$ cat src/rtl/hilo_ctrl.sv
// hilo_ctrl
// Sequencer for the HI/LO result registers of the multiply/divide path.
// Accepts MULT/MULTU/DIV/DIVU/MTHI/MTLO/MFHI/MFLO from issue, starts and
// steps an external iterative unit, drives LO/HI write enables and source
// selects, and stalls issue while a result is pending.
//
// Optional feature macro: HILO_DIV0_SKIP_EN
//   defined   : a divide accepted with div_zero=1 is dropped (no run, no write)
//   undefined : div_zero is ignored, every divide runs and writes back
//
// Ports:
//   clk, resetn         clock (rising edge), async active-low reset
//   op_valid, op        HI/LO instruction presented by issue, opcode 0..7
//   squashn             0 = presented instruction is squashed
//   div_zero            divisor is zero (sampled at accept)
//   op_stall            issue must hold its instruction
//   busy                multiply/divide in flight
//   unit_start          one-cycle start pulse to the iterative unit
//   unit_step           advance the unit by one iteration
//   unit_signed         latched signedness of the last MUL/DIV
//   unit_is_div         latched divide flag of the last MUL/DIV
//   lo_en, hi_en        LO/HI write enables
//   lo_sel, hi_sel      0 = unit result, 1 = rs operand
//   mf_sel              read mux, 0 = LO, 1 = HI
module hilo_ctrl #(
  parameter int MUL_CYCLES = 32,
  parameter int DIV_CYCLES = 32
) (
  input  logic       clk,
  input  logic       resetn,
  input  logic       op_valid,
  input  logic [2:0] op,
  input  logic       squashn,
  input  logic       div_zero,
  output logic       op_stall,
  output logic       busy,
  output logic       unit_start,
  output logic       unit_step,
  output logic       unit_signed,
  output logic       unit_is_div,
  output logic       lo_en,
  output logic       hi_en,
  output logic       lo_sel,
  output logic       hi_sel,
  output logic       mf_sel
);

  typedef enum logic [1:0] {IDLE, RUN, WB} state_t;

  localparam logic [5:0] MUL_LOAD = 6'(MUL_CYCLES - 1);
  localparam logic [5:0] DIV_LOAD = 6'(DIV_CYCLES - 1);

`ifdef HILO_DIV0_SKIP_EN
  localparam logic DIV0_SKIP = 1'b1;
`else
  localparam logic DIV0_SKIP = 1'b0;
`endif

  state_t     state, state_next;
  logic [5:0] count, count_next;
  logic       first_run, first_run_next;
  logic       sgn_q, sgn_next;
  logic       div_q, div_next;

  logic accept;
  logic is_muldiv;
  logic is_div_op;
  logic skip_div;

  // resetn gates acceptance so that no enable can fire while reset is held
  assign op_stall  = op_valid && (state != IDLE);
  assign accept    = resetn && op_valid && squashn && !op_stall;
  assign is_muldiv = !op[2];
  assign is_div_op = is_muldiv && op[1];
  assign skip_div  = DIV0_SKIP && is_div_op && div_zero;

  // State register; first_run marks the cycle that carries unit_start
  always_ff @(posedge clk or negedge resetn) begin
    if (!resetn) begin
      state     <= IDLE;
      count     <= 6'd0;
      first_run <= 1'b0;
      sgn_q     <= 1'b0;
      div_q     <= 1'b0;
    end else begin
      state     <= state_next;
      count     <= count_next;
      first_run <= first_run_next;
      sgn_q     <= sgn_next;
      div_q     <= div_next;
    end
  end

  // Next-state logic: the counter is loaded with N-1 so RUN lasts N cycles
  always_comb begin
    state_next     = state;
    count_next     = count;
    first_run_next = 1'b0;
    sgn_next       = sgn_q;
    div_next       = div_q;
    case (state)
      IDLE: begin
        if (accept && is_muldiv) begin
          sgn_next = !op[0];
          div_next = op[1];
          if (!skip_div) begin
            state_next     = RUN;
            count_next     = op[1] ? DIV_LOAD : MUL_LOAD;
            first_run_next = 1'b1;
          end
        end
      end
      RUN: begin
        if (count == 6'd0) begin
          state_next = WB;
        end else begin
          count_next = count - 6'd1;
        end
      end
      WB: begin
        state_next = IDLE;
      end
      default: begin
        state_next = IDLE;
      end
    endcase
  end

  // Outputs: unit controls from state only; enables and selects also
  // depend on the accepted op in IDLE
  always_comb begin
    busy        = (state != IDLE);
    unit_step   = (state == RUN);
    unit_start  = (state == RUN) && first_run;
    unit_signed = sgn_q;
    unit_is_div = div_q;
    lo_en       = 1'b0;
    hi_en       = 1'b0;
    lo_sel      = 1'b0;
    hi_sel      = 1'b0;
    mf_sel      = 1'b0;
    if (state == WB) begin
      lo_en = 1'b1;
      hi_en = 1'b1;
    end else if (accept) begin
      case (op)
        3'd4: begin
          hi_en  = 1'b1;
          hi_sel = 1'b1;
        end
        3'd5: begin
          lo_en  = 1'b1;
          lo_sel = 1'b1;
        end
        3'd6: begin
          mf_sel = 1'b1;
        end
        default: begin
        end
      endcase
    end
  end

endmodule

$ cat config.mk
export PLATFORM = sky130hd
export DESIGN_NAME = hilo_ctrl
export DESIGN_NICKNAME = d
export VERILOG_FILES = /design/src/rtl/hilo_ctrl.sv
export SDC_FILE = /design/constraint.sdc
export NUM_CORES = 1
export LEC_CHECK = 0
export BUFFER_PORTS_ARGS = -buffer_cell sky130_fd_sc_hd__clkbuf_2
export CAP_MARGIN = 20
export CORE_ASPECT_RATIO = 0.8
export CORE_MARGIN = 8
export CORE_UTILIZATION = 40
export CTS_CLUSTER_SIZE = 14
export DETAILED_ROUTE_END_ITERATION = 6
export GPL_TIMING_DRIVEN = 1
export MAX_ROUTING_LAYER = met4
export PLACE_DENSITY = 0.64
export RECOVER_POWER = 50
export SYNTH_ARGS = -nofsm -noshare
export SYNTH_HDL_FRONTEND = slang
export SYNTH_SLANG_ARGS = --single-unit
$ cat constraint.sdc
create_clock -name clk -period 1.7 [get_ports clk]
set_clock_uncertainty 0.1 [all_clocks]
set_input_delay 0.34 -clock clk [delete_from_list [all_inputs] [get_ports clk]]
set_output_delay 0.34 -clock clk [all_outputs]
set_load 0.03 [all_outputs]
# --- Yosys cells after proc, flatten, opt, wreduce, memory -nomap -nowiden ---
# Index checks and enable logic that the tools add are counted.
word_totals:
  input_bits: 8
  memories: 0
  mem_bits_ro: 0
  latch_bits: 0
  ram_bits: 0
  reg_bits: 11
op_classes:
  n_eq_ne: 8
  n_mux: 19
  shifts: 0
  multipliers: 0
  div_mod_pow: 0
  n_reduce_logical: 16
  n_lt_le_gt_ge: 0
  n_addsub: 1
  bitwise: 0
op_table:
  columns: ["op", "n"]
  rows:
  - ["1-bit 2-to-1 mux", 13]
  - ["6-bit 2-to-1 mux", 2]
  - ["6-bit case mux with 2 select lines", 1]
  - ["3-bit equality test (second input constant)", 3]
  - ["1-bit logical AND", 6]
  - ["6-bit zero test", 1]
  - ["6-bit by 1-bit subtractor with 6-bit output (second input constant)", 1]
  - ["2-bit 2-to-1 mux", 2]
  - ["2-bit inequality test (second input constant)", 2]
  - ["2-bit case mux with 2 select lines", 1]
  - ["2-bit AND reduction", 2]
  - ["2-bit nonzero test", 2]
  - ["1-bit zero test", 3]
  - ["3-bit AND reduction", 1]
  - ["2-bit by 1-bit equality test with 1-bit output (second input constant)", 1]
  - ["2-bit equality test (second input constant)", 1]
  - ["2-bit zero test", 1]
  - ["2-bit by 1-bit inequality test with 1-bit output (second input constant)", 1]

# --- Depth between registers and ports, before layout ---
# Gate-level depths: netlist of run 1.
depth:
  ltp_word: 7
  mapped_depth: 5

# --- Worst setup path before layout of run 1 ---
# Ideal clock, no wire load.
synth_timing:
  path_kind: "register to output"
  start: "register state[1]"
  end: "output port hi_en"
  arrival_ns: 1.559
  stages_incl_launch_ff: 4
  slack_ns: -0.299
  n_path_buf: 0
  cell_sequence: "dfrtp_1 -> nor2_4 -> nand4_1 -> o21ai_0"
synth_via:
  elab_chain_cells: 6
  word_cells_on_any_way: 7
  classes_between: "eq/ne: 1; mux: 2; reduce/logical: 4"
synth_rtl:
  columns: ["item", "line_no", "text"]
  rows:
  - ["from (decl)", "59", "state_t state, state_next;"]
  - ["from (signal assigned)", "86", "state <= state_next;"]
  - ["2-bit nonzero test", "71", "assign op_stall = op_valid && (state != IDLE);"]
  - ["1-bit logical AND", "71", null]
  - ["1-bit zero test", "72", "assign accept = resetn && op_valid && squashn && !op_stall;"]
  - ["1-bit logical AND", "72", null]
  - ["1-bit 2-to-1 mux", "145", "end else if (accept) begin"]
  - ["1-bit 2-to-1 mux *", "142", "if (state == WB) begin"]
  - ["to (decl)", "42", "output logic hi_en,"]
# Every way passes the cells marked *; elsewhere a longest branch is shown, timed or not.

# --- Final worst setup path of run 1 ---
# Same ends and word-level chain as after synthesis.

==> metrics.md, run 1 <==
| Metric | Value |
|---|---|
| Tot Pwr | `1530 uW` |
| Crit end category | `output pin` |
| Maximum VDD drop | `781 uV` |
| Crit start category | `flip-flop` |
| Hold path startpoint | `op[0]` |
| Fraction of layout cells with a size suffix above 1 | `45.8%` |
| Critical path data required time | `1.26 ns` |
| Iteration count of the initial detailed-routing pass | `4` |
| Fill cell count | `143` |
| Async set-or-reset flop fraction in the synthesized netlist | `100%` |
| Setup violators final | `8` |
| Count of flip-flops with a built-in enable after synthesis | `0` |
| Number of routed nets with antenna violations | `0` |
| CTS tree | `built` |
| Largest net degree at the start of global routing | `12` |
| Yosys cell types | `30` |
| H-tree lvl count | `1` |
| Clock transition at path regs | `0.07 ns` |
| WL/cell | `13.6 um` |
| Post-synthesis sequential area ratio | `41.6%` |
| Num ports | `19` |
| Effective utilization at floorplan | `41.5%` |
| Final period util | `109%` |
| Violated checks | `negative setup slack` |
| Final HPWL DP | `1.10 mm` |
| Area growth, synth to finish | `46.7%` |
| Die W | `61.5 um` |
| Place WS | `0.0589 ns` |
| Fin crit period | `1.85 ns` |
| Syn_nets | `72` |
| Relative slew slack | `63.6%` |
| Starting DRT DRC Count | `7` |
| Worst-path fanout max | `5` |
| IO buf count | `17` |
| Post-Syn Area per Cell | `10.7 um^2` |
| Run status | `finished with violations` |
| RSZ-0062 raised after global routing | `yes` |
| Critical path class | `reg2out` |
| Final WS setup | `-0.150 ns` |
| Antenna violations before repair | `0` |
| FMAX | `540 MHz` |
| Most common cell after layout, fill and taps aside | `buf_4` |
| Max-slew violation count | `0` |
| Clock Latency Late Sink | `0.27 ns` |
| Clk sinks | `11` |
| Crit-path cells | `nor2_4, nand4_1, o21ai_1, buf_4` |
| Fin nets | `107` |
| Hold Crit Class | `in2reg` |
| Syn Inst Count | `62` |
| Total grt overflow | `0` |
| WL final | `1.60 mm` |
| Die Y | `52.4 um` |
| Max Cap Viol | `0` |
| Gr usage total | `11.7%` |
| Vias per inst | `4.90` |
| Via count | `578` |
| Core Region | `0.00159 mm^2` |
| DR DRC count | `0` |
| Final Hold Viols | `0` |
| Slowest-stage cell, CP | `dfrtp_1` |
| Synth warn | `0` |
| Synthesized cell area | `662 um^2` |
| First-pass GRT wire length | `2.77 mm` |
| Largest stage delay, worst path | `0.41 ns` |
| Longest Clk Path Bufs | `2` |
| Fin util | `60.9%` |
| CP Data Arrival Time | `1.41 ns` |
| Worst R2R Start | `state[1]` |
| Number of diodes | `0` |
| Critical Path Start | `state[1]` |
| Slew @ Worst Pin | `0.544 ns` |
| Root buf cell | `clkbuf_4` |
| TritonCTS Buffers | `3` |
| Most frequent cells in the layout | `buf_4, dfrtp_1, clkbuf_2, inv_1` |
| Synth Register Bits | `11` |
| Vias in the first global route | `590` |
| GP Congestion | `0.783` |
| Power per cell area | `1580 mW/mm^2` |
| Lkg Pwr | `0.000479 uW` |
| Post-synth top flop | `dfrtp_1` |
| Rows | `13` |
| Die area | `0.00322 mm^2` |
## sequential cells by signal, indices dropped and copies added (netlist names)
signal,flops
unit_signed,1
state,2
first_run,1
unit_is_div,1
count,6
## report_power, final
group / switching (uW) / leakage (uW) / internal [uW]
registers: 126 / 0.000130 / 367
logic: 431 / 0.000334 / 425
clock network: 89.4 / 0.0000150 / 90.9
## repair_timing
item,CTS,global route
setup endpoints to repair,7,8
gates resized for setup,14,12
pin swaps,5,4
endpoints found under the hold margin,11,0
hold buffers,1,0
buffers inserted,3,5
## critical path: cells and delay by family, from the launching register on
family | cells | cell delay (ns)
AND/OR/NAND/NOR | 2 | 0.34
AO/OA/AOI/OAI | 1 | 0.20
flip-flops | 1 | 0.41
buffers and inverters | 1 | 0.18
## kinds of logic after synthesis
logic type	after synthesis	synth area share (%)
buffers and inverters	8	4.54
flip-flops	11	41.6
adder cells (fa/ha/maj)	2	3.78
AO/OA/AOI/OAI	12	12.9
XOR/XNOR	3	3.97
AND/OR/NAND/NOR	22	27.2
multiplexers	4	6.05
## cell usage after synthesis (all sizes together) (2+ instances only)
library cell,number,share of area (%)
a21oi,4,3.0
and2,2,1.9
dfrtp,11,42
ha,2,3.8
inv,8,4.5
mux2i,4,6.0
nand2,3,2.8
nor2,4,3.4
nor3,3,4.0
o21ai,2,1.5
o32a,2,3.0
or2b,2,2.3
xor2,2,2.6
## per-layer routing
layer | share of wire [%] | GRT usage [%] | vias up
li1 | - | - | 289
met1 | 44 | 14.6 | 279
met2 | 51 | 17.5 | 8
met3 | 4.1 | 4.41 | 2
met4 | 0.50 | 2.26 | 0
met5 | 0 | - | -
## area by class of cell
| type | count | area, um^2 | area share, % |
|---|---|---|---|
| timing repair buffer | 30 | 245 | 25.3 |
| inverter | 8 | 32.5 | 3.35 |
| clock buffer | 4 | 26.3 | 2.71 |
| sequential | 11 | 275 | 28.4 |
| tap | 22 | 27.5 | 2.84 |
| multi-input combinational | 43 | 364 | 37.5 |
## stage by stage
step           setup TNS, ns  cells  hold WS, ns  instance area (um^2)
3_3_place_gp               0    105        0.189                   810
3_5_place_dp               0    105        0.184                   810
6_report              -0.850    118        0.175                   971
5_1_grt                -1.80    118        0.163                   971
2_1_floorplan         -0.219     62      -0.0556                   667
4_1_cts               -0.620    113        0.167                   917
## path summary, 6_finish.rpt
check                              end  slack [ns]  cells past startpoint
setup / recovery                 hi_en       -0.15                      4
hold / removal             unit_signed        0.17                      2
setup reg to reg           unit_is_div        0.12                      6
hold reg to reg            unit_is_div        0.41                      1
max in group asynchronous     count[2]        0.54                      3
min in group asynchronous     state[0]        0.60                      3
(Power assumes the default switching activity.)
==> inputs of run 2 (changes only) <==
--- a/config.mk
+++ b/config.mk
@@ -9,12 +9,12 @@
 export CAP_MARGIN = 20
 export CORE_ASPECT_RATIO = 0.8
 export CORE_MARGIN = 8
-export CORE_UTILIZATION = 40
+export CORE_UTILIZATION = 30
 export CTS_CLUSTER_SIZE = 14
 export DETAILED_ROUTE_END_ITERATION = 6
 export GPL_TIMING_DRIVEN = 1
 export MAX_ROUTING_LAYER = met4
-export PLACE_DENSITY = 0.64
+export PLACE_DENSITY = 0.51
 export RECOVER_POWER = 50
 export SYNTH_ARGS = -nofsm -noshare
 export SYNTH_HDL_FRONTEND = slang
==> run 2 against run 1 <==
The flow still finishes with violations (negative setup slack). First-iteration DRC count is 14% lower. Core utilization is 16 points lower. Register-to-register slack about the same. Fmax grew 0.44%. Clock power about the same. Clock-buffer cell count unchanged. Sequential share of layout area is 0.75 points higher. Sequential power about the same. Power is 4.8% lower. Wire length decreased by 6.5%. Critical path depth grew 2. Critical endpoint is now unit_start. Highest routed layer unchanged.
==> metrics.md, run 2 (synthesized netlist as in run 1, its figures left out) <==
| Metric | Value |
|---|---|
| Iteration count of the initial detailed-routing pass | `4` |
| Area growth, synth to finish | `42.9%` |
| Family with the most delay on the worst path | `buffers and inverters` |
| WL/cell | `12.7 um` |
| Gr usage total | `8.72%` |
| Run status | `finished with violations` |
| H-tree lvl count | `1` |
| Fin crit period | `1.84 ns` |
| DR DRC count | `0` |
| Place WS | `0.0660 ns` |
| Violated checks | `negative setup slack` |
| Crit end category | `output pin` |
| WL final | `1.50 mm` |
| CP Data Arrival Time | `1.40 ns` |
| Relative slew slack | `65.7%` |
| Worst-path fanout max | `4` |
| Crit path buffers/inverters | `4` |
| Largest stage delay, worst path | `0.41 ns` |
| IO buf count | `17` |
| Hold slack | `0.177 ns` |
| Die W | `68.5 um` |
| Antenna violations before repair | `0` |
| Max-slew violation count | `0` |
| Hold Crit Class | `in2reg` |
| Fin nets | `104` |
| Most common cell after layout, fill and taps aside | `dfrtp_1` |
| RSZ-0062 raised after global routing | `yes` |
| Root buf cell | `clkbuf_4` |
| Critical path class | `reg2out` |
| Most frequent cells in the layout | `dfrtp_1, clkbuf_2, buf_4, inv_1` |
| GP Congestion | `0.766` |
| Slowest-stage cell, CP | `dfrtp_1` |
| First-pass GRT wire length | `2.57 mm` |
| Lkg Pwr | `0.000462 uW` |
| Die area | `0.00397 mm^2` |
| Fraction of layout cells with a size suffix above 1 | `45.2%` |
| TritonCTS Buffers | `3` |
| Final Hold Viols | `0` |
| Multi-input logic area | `367 um^2` |
| Power per cell area | `1540 mW/mm^2` |
| Clock Latency Late Sink | `0.27 ns` |
| Final WS setup | `-0.142 ns` |
| Clk sinks | `11` |
| Clock transition at path regs | `0.07 ns` |
| Rows | `15` |
| Fill cell count | `219` |
| Setup violators final | `6` |
| Starting DRT DRC Count | `6` |
| Number of routed nets with antenna violations | `0` |
| Core Region | `0.00212 mm^2` |
| Final HPWL DP | `1.17 mm` |
| Slew @ Worst Pin | `0.513 ns` |
| Largest net degree at the start of global routing | `12` |
| Register area | `275 um^2` |
| Max Cap Viol | `0` |
| Crit-path cells | `buf_4, buf_6, nand2b_4, inv_4, and2_4, buf_8` |
| Total grt overflow | `0` |
| CTS tree | `built` |
| Biggest regs | `count x6, state x2` |
| Vias in the first global route | `569` |
| Die Y | `58.0 um` |
| Critical path data required time | `1.26 ns` |
| Crit start category | `flip-flop` |
| Via count | `553` |
| Largest register FFs | `6` |
| Longest Clk Path Bufs | `2` |
| Number of diodes | `0` |
| Maximum VDD drop | `730 uV` |
| Num ports | `19` |
| FMAX | `543 MHz` |
| Vias per inst | `4.69` |
| Largest register by flop count | `count` |
| Final period util | `108%` |
| Effective utilization at floorplan | `31.2%` |
## run 2: changes by cell type in the layout (fill, tap and decap cells not counted)
| cell | previous run | this run |
|---|---|---|
| nor2_2 | 0 | 1 |
| buf_6 | 3 | 2 |
| clkbuf_2 | 8 | 10 |
| clkbuf_4 | 4 | 3 |
| nor2_1 | 3 | 2 |
| buf_4 | 13 | 10 |
## run 2: path summary, 6_finish.rpt
kind | from | end | slack (ns) | cells past startpoint
setup / recovery | state[1] | unit_start | -0.14 | 6
hold / removal | op[0] | unit_signed | 0.18 | 2
setup reg to reg | state[1] | count[5] | 0.13 | 6
hold reg to reg | unit_is_div | unit_is_div | 0.42 | 1
max in group asynchronous | resetn | count[2] | 0.58 | 3
min in group asynchronous | resetn | count[5] | 0.58 | 3
## run 2: final cells by class
type / count / area share, %
clock buffer: 4 / 2.78
timing repair buffer: 27 / 22.6
multi-input combinational: 43 / 38.8
sequential: 11 / 29.1
inverter: 8 / 3.44
tap: 25 / 3.31
## run 2: report_power, final
part	internal, uW	leakage [uW]	switching, uW
Sequential	367	0.000130	127
Combinational	370	0.000317	415
Clock	90.8	0.0000150	87.6
## run 2: metrics by stage
stage	cell area (um^2)	setup TNS (ns)	std cells	total power [uW]	util [%]
after floorplan	667	-0.219	62	1000	-
after global placement	813	0	108	1200	38.3
after detailed placement	813	0	108	1220	38.3
after CTS	900	-0.503	114	1420	42.4
after global routing	946	-1.16	118	1580	44.6
final	946	-0.541	118	1460	44.6
## run 2: what timing repair did
action,4_1_cts,5_1_grt
gates resized for setup,12,9
setup endpoints to repair,7,7
hold buffers,1,0
setup buffers,1,4
endpoints found under the hold margin,11,0
gates cloned,0,0
pin swaps,6,2
## run 2: layer usage
metal	wire length, um	share of wire, %	vias to the layer above	GRT usage [%]
li1	-	-	281	-
met1	629	42	264	9.40
met2	801	54	6	14.6
met3	54	3.6	2	3.08
met4	12	0.80	0	2.62
met5	0	0	-	-
==> inputs of run 3 (changes only) <==
--- a/config.mk
+++ b/config.mk
@@ -8,10 +8,11 @@
 export BUFFER_PORTS_ARGS = -buffer_cell sky130_fd_sc_hd__clkbuf_2
 export CAP_MARGIN = 20
 export CORE_ASPECT_RATIO = 0.8
-export CORE_MARGIN = 8
+export CORE_MARGIN = 2
 export CORE_UTILIZATION = 30
 export CTS_CLUSTER_SIZE = 14
 export DETAILED_ROUTE_END_ITERATION = 6
+export GPL_ROUTABILITY_DRIVEN = 0
 export GPL_TIMING_DRIVEN = 1
 export MAX_ROUTING_LAYER = met4
 export PLACE_DENSITY = 0.51
==> constraint.sdc (replaced) <==
create_clock -name clk -period 1.8 [get_ports clk]
set_clock_uncertainty 0.1 [all_clocks]
set_input_delay 0.36 -clock clk [delete_from_list [all_inputs] [get_ports clk]]
set_output_delay 0.36 -clock clk [all_outputs]
set_load 0.03 [all_outputs]
==> run 3 against run 2 <==
Sequential power down 5.3%. Hold slack better by 0.012 ns. Clock power down 3%. Wire length up 0.27%. Critical path depth down 2. Largest power group unchanged. The flow still finishes with violations (negative setup slack). Register-to-register slack better by 0.12 ns. Power down 5.4%. Largest cell class unchanged. Flip-flop and latch count unchanged. Worst setup slack better by 0.092 ns. Die area down 35%.
==> metrics.md, run 3 (synthesized netlist as in run 1, its figures left out) <==
| Metric | Value |
|---|---|
| Run status | `finished with violations` |
| Violated checks | `negative setup slack` |
| Effective utilization at floorplan | `31.2%` |
| WL/cell | `12.7 um` |
| Most common cell after layout, fill and taps aside | `buf_4` |
| Setup violators final | `4` |
| Slew @ Worst Pin | `0.518 ns` |
| Hold Crit Class | `in2reg` |
| Area growth, synth to finish | `38.8%` |
| Most frequent cells in the layout | `buf_4, dfrtp_1, clkbuf_2, inv_1` |
| Via count | `556` |
| Critical path data required time | `1.34 ns` |
| IO buf count | `17` |
| Final Cell Area | `918 um^2` |
| First-pass GRT wire length | `2.50 mm` |
| Final HPWL DP | `1.10 mm` |
| Longest Clk Path Bufs | `2` |
| Worst-path fanout max | `5` |
| Crit-path cells | `nor2_4, nand4_1, o21ai_1, buf_4` |
| Power per cell area | `1500 mW/mm^2` |
| Number of routed nets with antenna violations | `0` |
| Crit start category | `flip-flop` |
| Slowest-stage cell, CP | `dfrtp_1` |
| Crit end category | `output pin` |
| Vias in the first global route | `527` |
| Clk sinks | `11` |
| Dpl cells | `108` |
| Total grt overflow | `0` |
| Fin cells | `118` |
| Relative slew slack | `65.4%` |
| Largest net degree at the start of global routing | `12` |
| Maximum VDD drop | `873 uV` |
| CTS tree | `built` |
| Die area | `0.00260 mm^2` |
| Largest stage delay, worst path | `0.41 ns` |
| Die W | `56.5 um` |
| WL final | `1.50 mm` |
| Fin nets | `104` |
| Fill cell count | `211` |
| Largest register by flop count | `count` |
| Core Region | `0.00212 mm^2` |
| Hold slack | `0.188 ns` |
| Clock transition at path regs | `0.07 ns` |
| Vias per inst | `4.71` |
| FMAX | `541 MHz` |
| Clock Latency Late Sink | `0.27 ns` |
| Biggest regs | `count x6, state x2` |
| Die Y | `46.0 um` |
| Starting DRT DRC Count | `9` |
| Final period util | `103%` |
| Family with the most delay on the worst path | `flip-flops` |
| Gr usage total | `13.4%` |
| Largest register FFs | `6` |
| Critical path class | `reg2out` |
| Fraction of layout cells with a size suffix above 1 | `44.1%` |
| CP Data Arrival Time | `1.39 ns` |
| Fin crit period | `1.85 ns` |
| Num ports | `19` |
| RSZ-0062 raised after global routing | `yes` |
| H-tree lvl count | `1` |
| Final Hold Viols | `0` |
| Number of diodes | `0` |
| TritonCTS Buffers | `3` |
| Iteration count of the initial detailed-routing pass | `4` |
| Final WS setup | `-0.0501 ns` |
| Antenna violations before repair | `0` |
| Lkg Pwr | `0.000454 uW` |
| Max Cap Viol | `0` |
| Rows | `15` |
| Crit path buffers/inverters | `1` |
| DP Area | `813 um^2` |
| Max-slew violation count | `0` |
| Root buf cell | `clkbuf_4` |
| DR DRC count | `0` |
-- run 3: cell count changes in the layout (fill, tap and decap cells not counted), sizes merged --
cell    delta
clkbuf     -1
buf        +1
-- run 3: repair_timing --
| action | 4_1_cts | 5_1_grt |
|---|---|---|
| endpoints found under the hold margin | 11 | 0 |
| buffers inserted | 3 | 2 |
| hold buffers | 1 | 0 |
| pin swaps | 5 | 4 |
| gates resized for setup | 10 | 8 |
| endpoints found under the setup margin | 6 | 6 |
-- run 3: worst register-to-register path: stages (launching register included) --
cell and delay, ns:
dfrtp_1 0.40, nor2_4 0.06, buf_4 0.13, buf_4 0.13, buf_4 0.14, nand2_4 0.08
inv_2 0.06, o32a_1 0.33
-- run 3: metal layers --
metal  GRT usage (%)  routed length [um]  up-vias  part of all wire [%]
met4            4.29                  14        0                  0.93
met2            20.5                 728        6                    49
met1            16.8                 702      266                    47
met3            4.55                  55        2                   3.7
li1                -                   -      282                     -
met5               -                   0        -                     0
-- run 3: per-stage QoR --
stage / setup slack [ns] / setup TNS, ns / utilization (%) / total power, uW
6_report: -0.0501 / -0.133 / 43.3 / 1380
5_1_grt: -0.0977 / -0.387 / 43.3 / 1480
4_1_cts: -0.0427 / -0.118 / 42.3 / 1370
3_5_place_dp: 0.0940 / 0 / 38.3 / 1150
3_3_place_gp: 0.0991 / 0 / 38.3 / 1130
2_1_floorplan: -0.219 / -0.437 / - / 948
-- run 3: final timing paths --
path | cells after the start | to | start | slack (ns)
max | 4 | hi_en | state[0] | -0.05
min | 2 | unit_signed | op[0] | 0.19
max reg2reg | 7 | count[3] | state[0] | 0.25
min reg2reg | 1 | unit_is_div | unit_is_div | 0.42
max in group asynchronous | 3 | count[1] | resetn | 0.63
min in group asynchronous | 3 | state[1] | resetn | 0.62
-- run 3: final cells by class --
| cell class | count | area, um^2 | area share (%) |
|---|---|---|---|
| inverter | 8 | 30.0 | 3.27 |
| sequential | 11 | 275 | 30.0 |
| clock buffer | 4 | 26.3 | 2.86 |
| tap | 25 | 31.3 | 3.41 |
| multi-input combinational | 43 | 364 | 39.6 |
| timing repair buffer | 27 | 191 | 20.8 |
-- run 3: report_power, final --
part	internal, uW	switching, uW	leakage (uW)
clock	85.9	86.2	0.0000150
combinational	345	392	0.000309
sequential	347	122	0.000130
